--- src/rtl/dx_pkg.sv ---
// Shared constants and types for the decode/execute boundary buffer.
package dx_pkg;

    // Storage widths of one buffer entry; the ISA field positions below assume 32-bit words.
    localparam int unsigned DX_PC_W   = 32;
    localparam int unsigned DX_DATA_W = 32;

    // Opcodes (insn[31:27]).
    localparam logic [4:0] OP_RTYPE = 5'b00000;
    localparam logic [4:0] OP_J     = 5'b00001;
    localparam logic [4:0] OP_BNE   = 5'b00010;
    localparam logic [4:0] OP_JAL   = 5'b00011;
    localparam logic [4:0] OP_JR    = 5'b00100;
    localparam logic [4:0] OP_ADDI  = 5'b00101;
    localparam logic [4:0] OP_BLT   = 5'b00110;
    localparam logic [4:0] OP_SW    = 5'b00111;
    localparam logic [4:0] OP_LW    = 5'b01000;
    localparam logic [4:0] OP_SETX  = 5'b10101;
    localparam logic [4:0] OP_BEX   = 5'b10110;

    // Instruction field bit positions.
    localparam int unsigned OPC_HI   = 31;
    localparam int unsigned OPC_LO   = 27;
    localparam int unsigned RD_HI    = 26;
    localparam int unsigned RD_LO    = 22;
    localparam int unsigned RS_HI    = 21;
    localparam int unsigned RS_LO    = 17;
    localparam int unsigned RT_HI    = 16;
    localparam int unsigned RT_LO    = 12;
    localparam int unsigned SHAMT_HI = 11;
    localparam int unsigned SHAMT_LO = 7;
    localparam int unsigned ALUOP_HI = 6;
    localparam int unsigned ALUOP_LO = 2;
    localparam int unsigned IMM_HI   = 16;
    localparam int unsigned IMM_LO   = 0;
    localparam int unsigned TGT_HI   = 26;
    localparam int unsigned TGT_LO   = 0;

    // Architecturally special registers.
    localparam logic [4:0] REG_ZERO   = 5'd0;
    localparam logic [4:0] REG_STATUS = 5'd30;
    localparam logic [4:0] REG_RA     = 5'd31;

    // One buffered D->X transfer.
    typedef struct packed {
        logic [DX_PC_W-1:0]   pc;
        logic [DX_DATA_W-1:0] insn;
        logic [DX_DATA_W-1:0] r1d;
        logic [DX_DATA_W-1:0] r2d;
    } dx_entry_t;

endpackage

--- src/rtl/dx_spec_decode.sv ---
// Combinational field split and hazard register specifier decode of one instruction.
module dx_spec_decode
    import dx_pkg::*;
(
    input  logic [31:0] insn,
    output logic [4:0]  opcode,
    output logic [4:0]  aluop,
    output logic [4:0]  shamt,
    output logic [16:0] imm,
    output logic [26:0] target,
    output logic [4:0]  rs1,
    output logic [4:0]  rs2,
    output logic [4:0]  rd
);

    logic [4:0] f_rd;
    logic [4:0] f_rs;
    logic [4:0] f_rt;

    // Fixed-position field extraction.
    always_comb begin
        opcode = insn[OPC_HI:OPC_LO];
        aluop  = insn[ALUOP_HI:ALUOP_LO];
        shamt  = insn[SHAMT_HI:SHAMT_LO];
        imm    = insn[IMM_HI:IMM_LO];
        target = insn[TGT_HI:TGT_LO];
        f_rd   = insn[RD_HI:RD_LO];
        f_rs   = insn[RS_HI:RS_LO];
        f_rt   = insn[RT_HI:RT_LO];
    end

    // Registers actually read/written by the instruction, for bypass and stall logic.
    always_comb begin
        rs1 = f_rs;
        rs2 = f_rt;
        rd  = f_rd;

        if (opcode == OP_BEX || opcode == OP_SETX) begin
            rs1 = REG_STATUS;
        end else if (opcode == OP_BNE || opcode == OP_BLT || opcode == OP_JR) begin
            rs1 = f_rd;
        end

        if (opcode == OP_BEX) begin
            rs2 = REG_ZERO;
        end else if (opcode == OP_SW) begin
            rs2 = f_rd;
        end else if (opcode == OP_BNE || opcode == OP_BLT) begin
            rs2 = f_rs;
        end

        if (opcode == OP_JAL) begin
            rd = REG_RA;
        end else if (opcode == OP_SETX) begin
            rd = REG_STATUS;
        end
    end

endmodule

--- src/rtl/dx_stage_buf.sv ---
// Decode/execute boundary: DEPTH-entry elastic buffer with valid/ready, flush and
// occupancy, presenting the decoded head entry to the X stage.
module dx_stage_buf
    import dx_pkg::*;
#(
    parameter int unsigned PC_W   = 32,
    parameter int unsigned DATA_W = 32,
    parameter int unsigned DEPTH  = 2,
    parameter int unsigned CNT_W  = $clog2(DEPTH + 1)
) (
    input  logic              clk,
    input  logic              reset,
    input  logic              in_valid,
    output logic              in_ready,
    input  logic [PC_W-1:0]   pc_in,
    input  logic [DATA_W-1:0] insn_in,
    input  logic [DATA_W-1:0] r1d_in,
    input  logic [DATA_W-1:0] r2d_in,
    output logic              out_valid,
    input  logic              out_ready,
    input  logic              flush,
    output logic [PC_W-1:0]   pc_out,
    output logic [DATA_W-1:0] insn_out,
    output logic [DATA_W-1:0] r1d_out,
    output logic [DATA_W-1:0] r2d_out,
    output logic [4:0]        opcode_out,
    output logic [4:0]        aluop_out,
    output logic [4:0]        shamt_out,
    output logic [16:0]       imm_out,
    output logic [26:0]       target_out,
    output logic [4:0]        rs1_x,
    output logic [4:0]        rs2_x,
    output logic [4:0]        rd_x,
    output logic [CNT_W-1:0]  occupancy
);

    localparam int unsigned PTR_W = $clog2(DEPTH);

    dx_entry_t        mem_q [DEPTH];
    dx_entry_t        mem_d [DEPTH];
    logic [PTR_W-1:0] wr_ptr_q, wr_ptr_d;
    logic [PTR_W-1:0] rd_ptr_q, rd_ptr_d;
    logic [CNT_W-1:0] count_q, count_d;

    logic      push;
    logic      pop;
    logic      not_full;
    dx_entry_t head;

    // Handshake flags derive only from registered count, never from out_ready.
    always_comb begin
        not_full  = (count_q != CNT_W'(DEPTH));
        in_ready  = not_full && !reset;
        out_valid = (count_q != '0);
        push      = in_valid && in_ready;
        pop       = out_valid && out_ready;
        occupancy = count_q;
    end

    // Next-state for pointers, count and storage; flush overrides push and pop.
    always_comb begin
        mem_d    = mem_q;
        wr_ptr_d = wr_ptr_q;
        rd_ptr_d = rd_ptr_q;
        count_d  = count_q;

        if (flush) begin
            wr_ptr_d = '0;
            rd_ptr_d = '0;
            count_d  = '0;
        end else begin
            if (push) begin
                mem_d[wr_ptr_q] = '{pc:   DX_PC_W'(pc_in),
                                    insn: DX_DATA_W'(insn_in),
                                    r1d:  DX_DATA_W'(r1d_in),
                                    r2d:  DX_DATA_W'(r2d_in)};
                wr_ptr_d = wr_ptr_q + PTR_W'(1);
            end
            if (pop) begin
                rd_ptr_d = rd_ptr_q + PTR_W'(1);
            end
            case ({push, pop})
                2'b10:   count_d = count_q + CNT_W'(1);
                2'b01:   count_d = count_q - CNT_W'(1);
                default: count_d = count_q;
            endcase
        end
    end

    // State registers; asynchronous reset clears storage as well as control.
    always_ff @(posedge clk or posedge reset) begin
        if (reset) begin
            wr_ptr_q <= '0;
            rd_ptr_q <= '0;
            count_q  <= '0;
            for (int unsigned i = 0; i < DEPTH; i++) begin
                mem_q[i] <= '0;
            end
        end else begin
            wr_ptr_q <= wr_ptr_d;
            rd_ptr_q <= rd_ptr_d;
            count_q  <= count_d;
            mem_q    <= mem_d;
        end
    end

    // Head is zeroed when empty so the decoder sees insn 0, i.e. a NOP with all specifiers $0.
    always_comb begin
        head     = out_valid ? mem_q[rd_ptr_q] : '0;
        pc_out   = head.pc[PC_W-1:0];
        insn_out = head.insn[DATA_W-1:0];
        r1d_out  = head.r1d[DATA_W-1:0];
        r2d_out  = head.r2d[DATA_W-1:0];
    end

    dx_spec_decode u_spec_decode (
        .insn   (head.insn),
        .opcode (opcode_out),
        .aluop  (aluop_out),
        .shamt  (shamt_out),
        .imm    (imm_out),
        .target (target_out),
        .rs1    (rs1_x),
        .rs2    (rs2_x),
        .rd     (rd_x)
    );

endmodule
--- config.mk ---
export PLATFORM = sky130hd
export DESIGN_NAME = dx_stage_buf
export DESIGN_NICKNAME = d
export VERILOG_FILES = /design/src/rtl/dx_pkg.sv /design/src/rtl/dx_spec_decode.sv /design/src/rtl/dx_stage_buf.sv
export SDC_FILE = /design/constraint.sdc
export NUM_CORES = 1
export LEC_CHECK = 0
export BUFFER_PORTS_ARGS = -buffer_cell sky130_fd_sc_hd__buf_2
export CORE_AREA = 2 2 158 160
export DETAILED_ROUTE_END_ITERATION = 6
export DIE_AREA = 0 0 160 162
export GPL_TIMING_DRIVEN = 0
export PLACE_DENSITY = 0.79
export SYNTH_ARGS = -nofsm -noshare
export SYNTH_HDL_FRONTEND = slang
export SYNTH_SLANG_ARGS = --single-unit
--- constraint.sdc ---
create_clock -name clk -period 9.7 [get_ports clk]
set_clock_uncertainty 0.15 [all_clocks]
set_input_delay 0.485 -clock clk [delete_from_list [all_inputs] [get_ports clk]]
set_output_delay 0.485 -clock clk [all_outputs]
set_load 0.05 [all_outputs]
==> summary.md <==
| Metric | Value |
|---|---|
| Outcome | completed |
| FMAX | 278 MHz |
| Crit-path cells | buf_6 > buf_8 > buf_4 > buf_2 > buf_2 > mux2i_1 > nor2_1 > buf_4 > buf_2 |
| Clock Latency Late Sink | about 0.53 ns |
| Final Hold Fails | 0 |
| Top-count cell post-synth | dfrtp_1 |
| Minimum clock period | 3.60 ns |
| Vias in the first global route | around 9200 |
| Post-detail-place hpwl | approximately 23 mm |
| Layout area overhead | 25.9% |
| Async SR Flop Fraction | 100% |
| Starting DRC count in detailed routing | between 300 and 400 |
| CTS Sinks | 260 |
| PwrDens | 216 mW/mm^2 |
| Pre-antenna DRT Iters | 4 |
| Most instantiated cells after synthesis | dfrtp_1 (260), mux2_1 (195), nor2_1 (133) |
| Synth Area per Inst | 12.8 sq um |
| Ys Warns | 0 |
| Final Max Slew Viols | 0 |
| Number of core rows | between 50 and 60 |
| Postcts setup bufs | 0 |
| Post-synthesis sequential area ratio | between 50% and 60% |
| Yosys reg bits | 260 |
| Synthesized cell area | between 0.01 and 0.015 sq mm |
| Clk slew on worst S/H paths | around 0.060 ns |
| Arr. time, crit path | around 3 ns |
| Post-synthesis cell count | 987 |
| Share of the synthesized area in the top cell type | around 52% |
| Share of layout cells above drive strength 1 | approximately two fifths |
| Yosys cell types | 47 |
| Unrepaired setup endpoints after global routing | no |
| Num CTS Buffers | 28 |
| Multi-input gate area | about 0.0053 sq mm |
| Crit path max fanout | 10 |
| Buffers on Ports | 338 |
| Critical-path top delay cell | buf_2 |
| Total Nets Final | 1504 |
| Vias per inst | 5.21 |
| Total core area | 0.0241 sq mm |
| Ys flop type | dfrtp_1 |
| Post-route ant nets | 0 |
| Static leakage | 7.76 nW |
| Relative slew slack | between 50% and 60% |
| DIE AREA | 0.0259 sq mm |
| Mapped Nets | 1120 |
| Clock Path Buffers | 3 |
| Number of synthesized flops with an enable pin | 0 |
| DR vias | 8947 |
| Die W | about 160 um |
| Area leader, netlist | dfrtp_1 |
| Avg WL per Cell | around 18 um |
| Largest cells by area after synthesis | dfrtp_1 (52%), mux2_1 (17%), mux2i_1 (10%) |
| Startpoint Class | register |
| Worst setup EP type | primary output |
| CTS tree | built |
| Initial antenna violation count | 5 |
| Final setup fails | 0 |
| Die Y | about 160 um |
| Global Route Usage Sum | 23.7% |
| Most Frequent Cell on Critical Path | buf_2 |
| Routability congestion estimate | around 0.84 |
| Final period util | a little under two fifths |
| First-pass GRT wire length | roughly 50 mm |
| Total power | around 3.4 mW |
| Grt ovf | 0 |
| IO Pins | between 300 and 400 |
| Max Cap Viol | 0 |
| Reg area | 0.00651 sq mm |
| Drt total wl | between 30 and 40 mm |
| Total negative setup slack | 0 ns |
| Largest net degree at the start of global routing | 95 |
| Peak VDD IR | between 200 and 250 uV |
| Clk root buf | clkbuf_16 |
| # DRC | 0 |
| Max incr delay on CP | between 0.3 and 0.4 ns |
| Post-cts sizing count | 0 |
| HP Class | primary input to register |
| Initial core utilization | 52.2% |
| Setup CP Type | register to primary output |
| CP required | between 9 and 10 ns |
| Worst Tran Pin Value | around 0.63 ns |
| H-tree depth | 1 |
| Fillcell total | between 1500 and 2000 |
==> metal layers <==
metal | share of wire (%) | vias up | GRT usage [%]
li1 | - | 4181 | -
met2 | 50 | 300 | 42.0
met1 | 41 | 4402 | 29.5
met4 | 2.4 | 4 | 6.51
met3 | 6.6 | 60 | 5.26
met5 | 0.083 | - | 0
==> worst max-delay path, delay by kind of cell, from the launching register on <==
kind	cells	cell delay (ns)
flops	1	0.34
mux	1	0.12
simple gates	1	0.33
buf+inv	7	1.61
==> area by class of cell <==
cell class	instances	area share, %
inverters	5	0.166
clock inverters	11	1.07
repair buffers	354	11.9
diodes	3	0.0474
clock buffers	39	4.93
multi-input cells	602	33.2
well taps	324	2.56
flip-flops and latches	260	41.0
plain buffers	120	5.07
==> timing repair <==
action                                 in CTS  in global routing
setup endpoints to repair                   0                  0
endpoints found under the hold margin      94                  0
hold buffers                               14                  0
==> registers in the layout, indices dropped and copies added, names as in the netlist <==
name and count:
occupancy 2, wr_ptr_q 1, mem_q 256, rd_ptr_q 1
==> power by group <==
| group | total [mW] | switching [mW] | internal [mW] |
|---|---|---|---|
| clock | 1.10 | 0.429 | 0.667 |
| sequential | 1.51 | 0.145 | 1.37 |
| combinational | 0.818 | 0.480 | 0.338 |
==> cell usage in the layout, fill, tap and decap left out, types with 3 or more instances in the layout <==
cell type        n
a311oi_1         4
buf_1            3
mux2_2          63
clkbuf_16       28
buf_2          374
mux2_1         195
a21oi_1          3
diode_2          3
nand3b_1         3
a31oi_1          5
inv_1            4
o22ai_1          5
nand2_1          3
bufinv_16        4
nor3_1           6
nand3_1          7
clkinv_2         5
mux2i_1        127
o21ai_0         11
nor4_1           5
nor2_1         133
dlygate4sd3_1   14
clkbuf_1         9
buf_4           77
clkbuf_8         4
dfrtp_1        260
==> cells by family (layout without fill, tap and decap cells) <==
group                     Yosys count  count (layout)  synth area share (%)
AOI/OAI and AO/OA                  41              41                  2.29
xor gates and xnor gates            2               2                 0.139
buffers and inverters             125             529                  6.53
DFF                               260             260                  51.7
muxes                             386             386                  33.3
other                               0               3                     0
and+or+nand+nor                   173             173                  6.10
==> per-stage QoR <==
stage          area [sq um]  worst slack (ns)  hold slack (ns)  instances  util [%]
6_report              15900              6.10           0.0195       1718      65.8
5_1_grt               15800              5.90          0.00225       1716      65.7
4_1_cts               15800              6.01         0.000139       1715      65.7
3_5_place_dp          14800              6.60            0.324       1651      61.2
3_3_place_gp          14700            -0.799            0.316       1649      60.9
2_1_floorplan         12600              1.91            0.307        987         -
==> path summary, 6_finish.rpt <==
kind | from | endpoint | slack [ns] | cells after the start
setup reg to reg | occupancy[1]$_DFFE_PP0P_ | mem_q[222]$_DFFE_PP0P_ | 7.39 | 5
max in group asynchronous | reset | mem_q[173]$_DFFE_PP0P_ | 8.07 | 4
hold reg to reg | mem_q[218]$_DFFE_PP0P_ | mem_q[218]$_DFFE_PP0P_ | 0.33 | 1
hold / removal | pc_in[10] | mem_q[106]$_DFFE_PP0P_ | 0.02 | 2
setup / recovery | rd_ptr_q$_DFFE_PP0P_ | shamt_out[3] | 6.10 | 9
min in group asynchronous | reset | mem_q[241]$_DFFE_PP0P_ | 0.45 | 3
(Power assumes the default switching activity.)
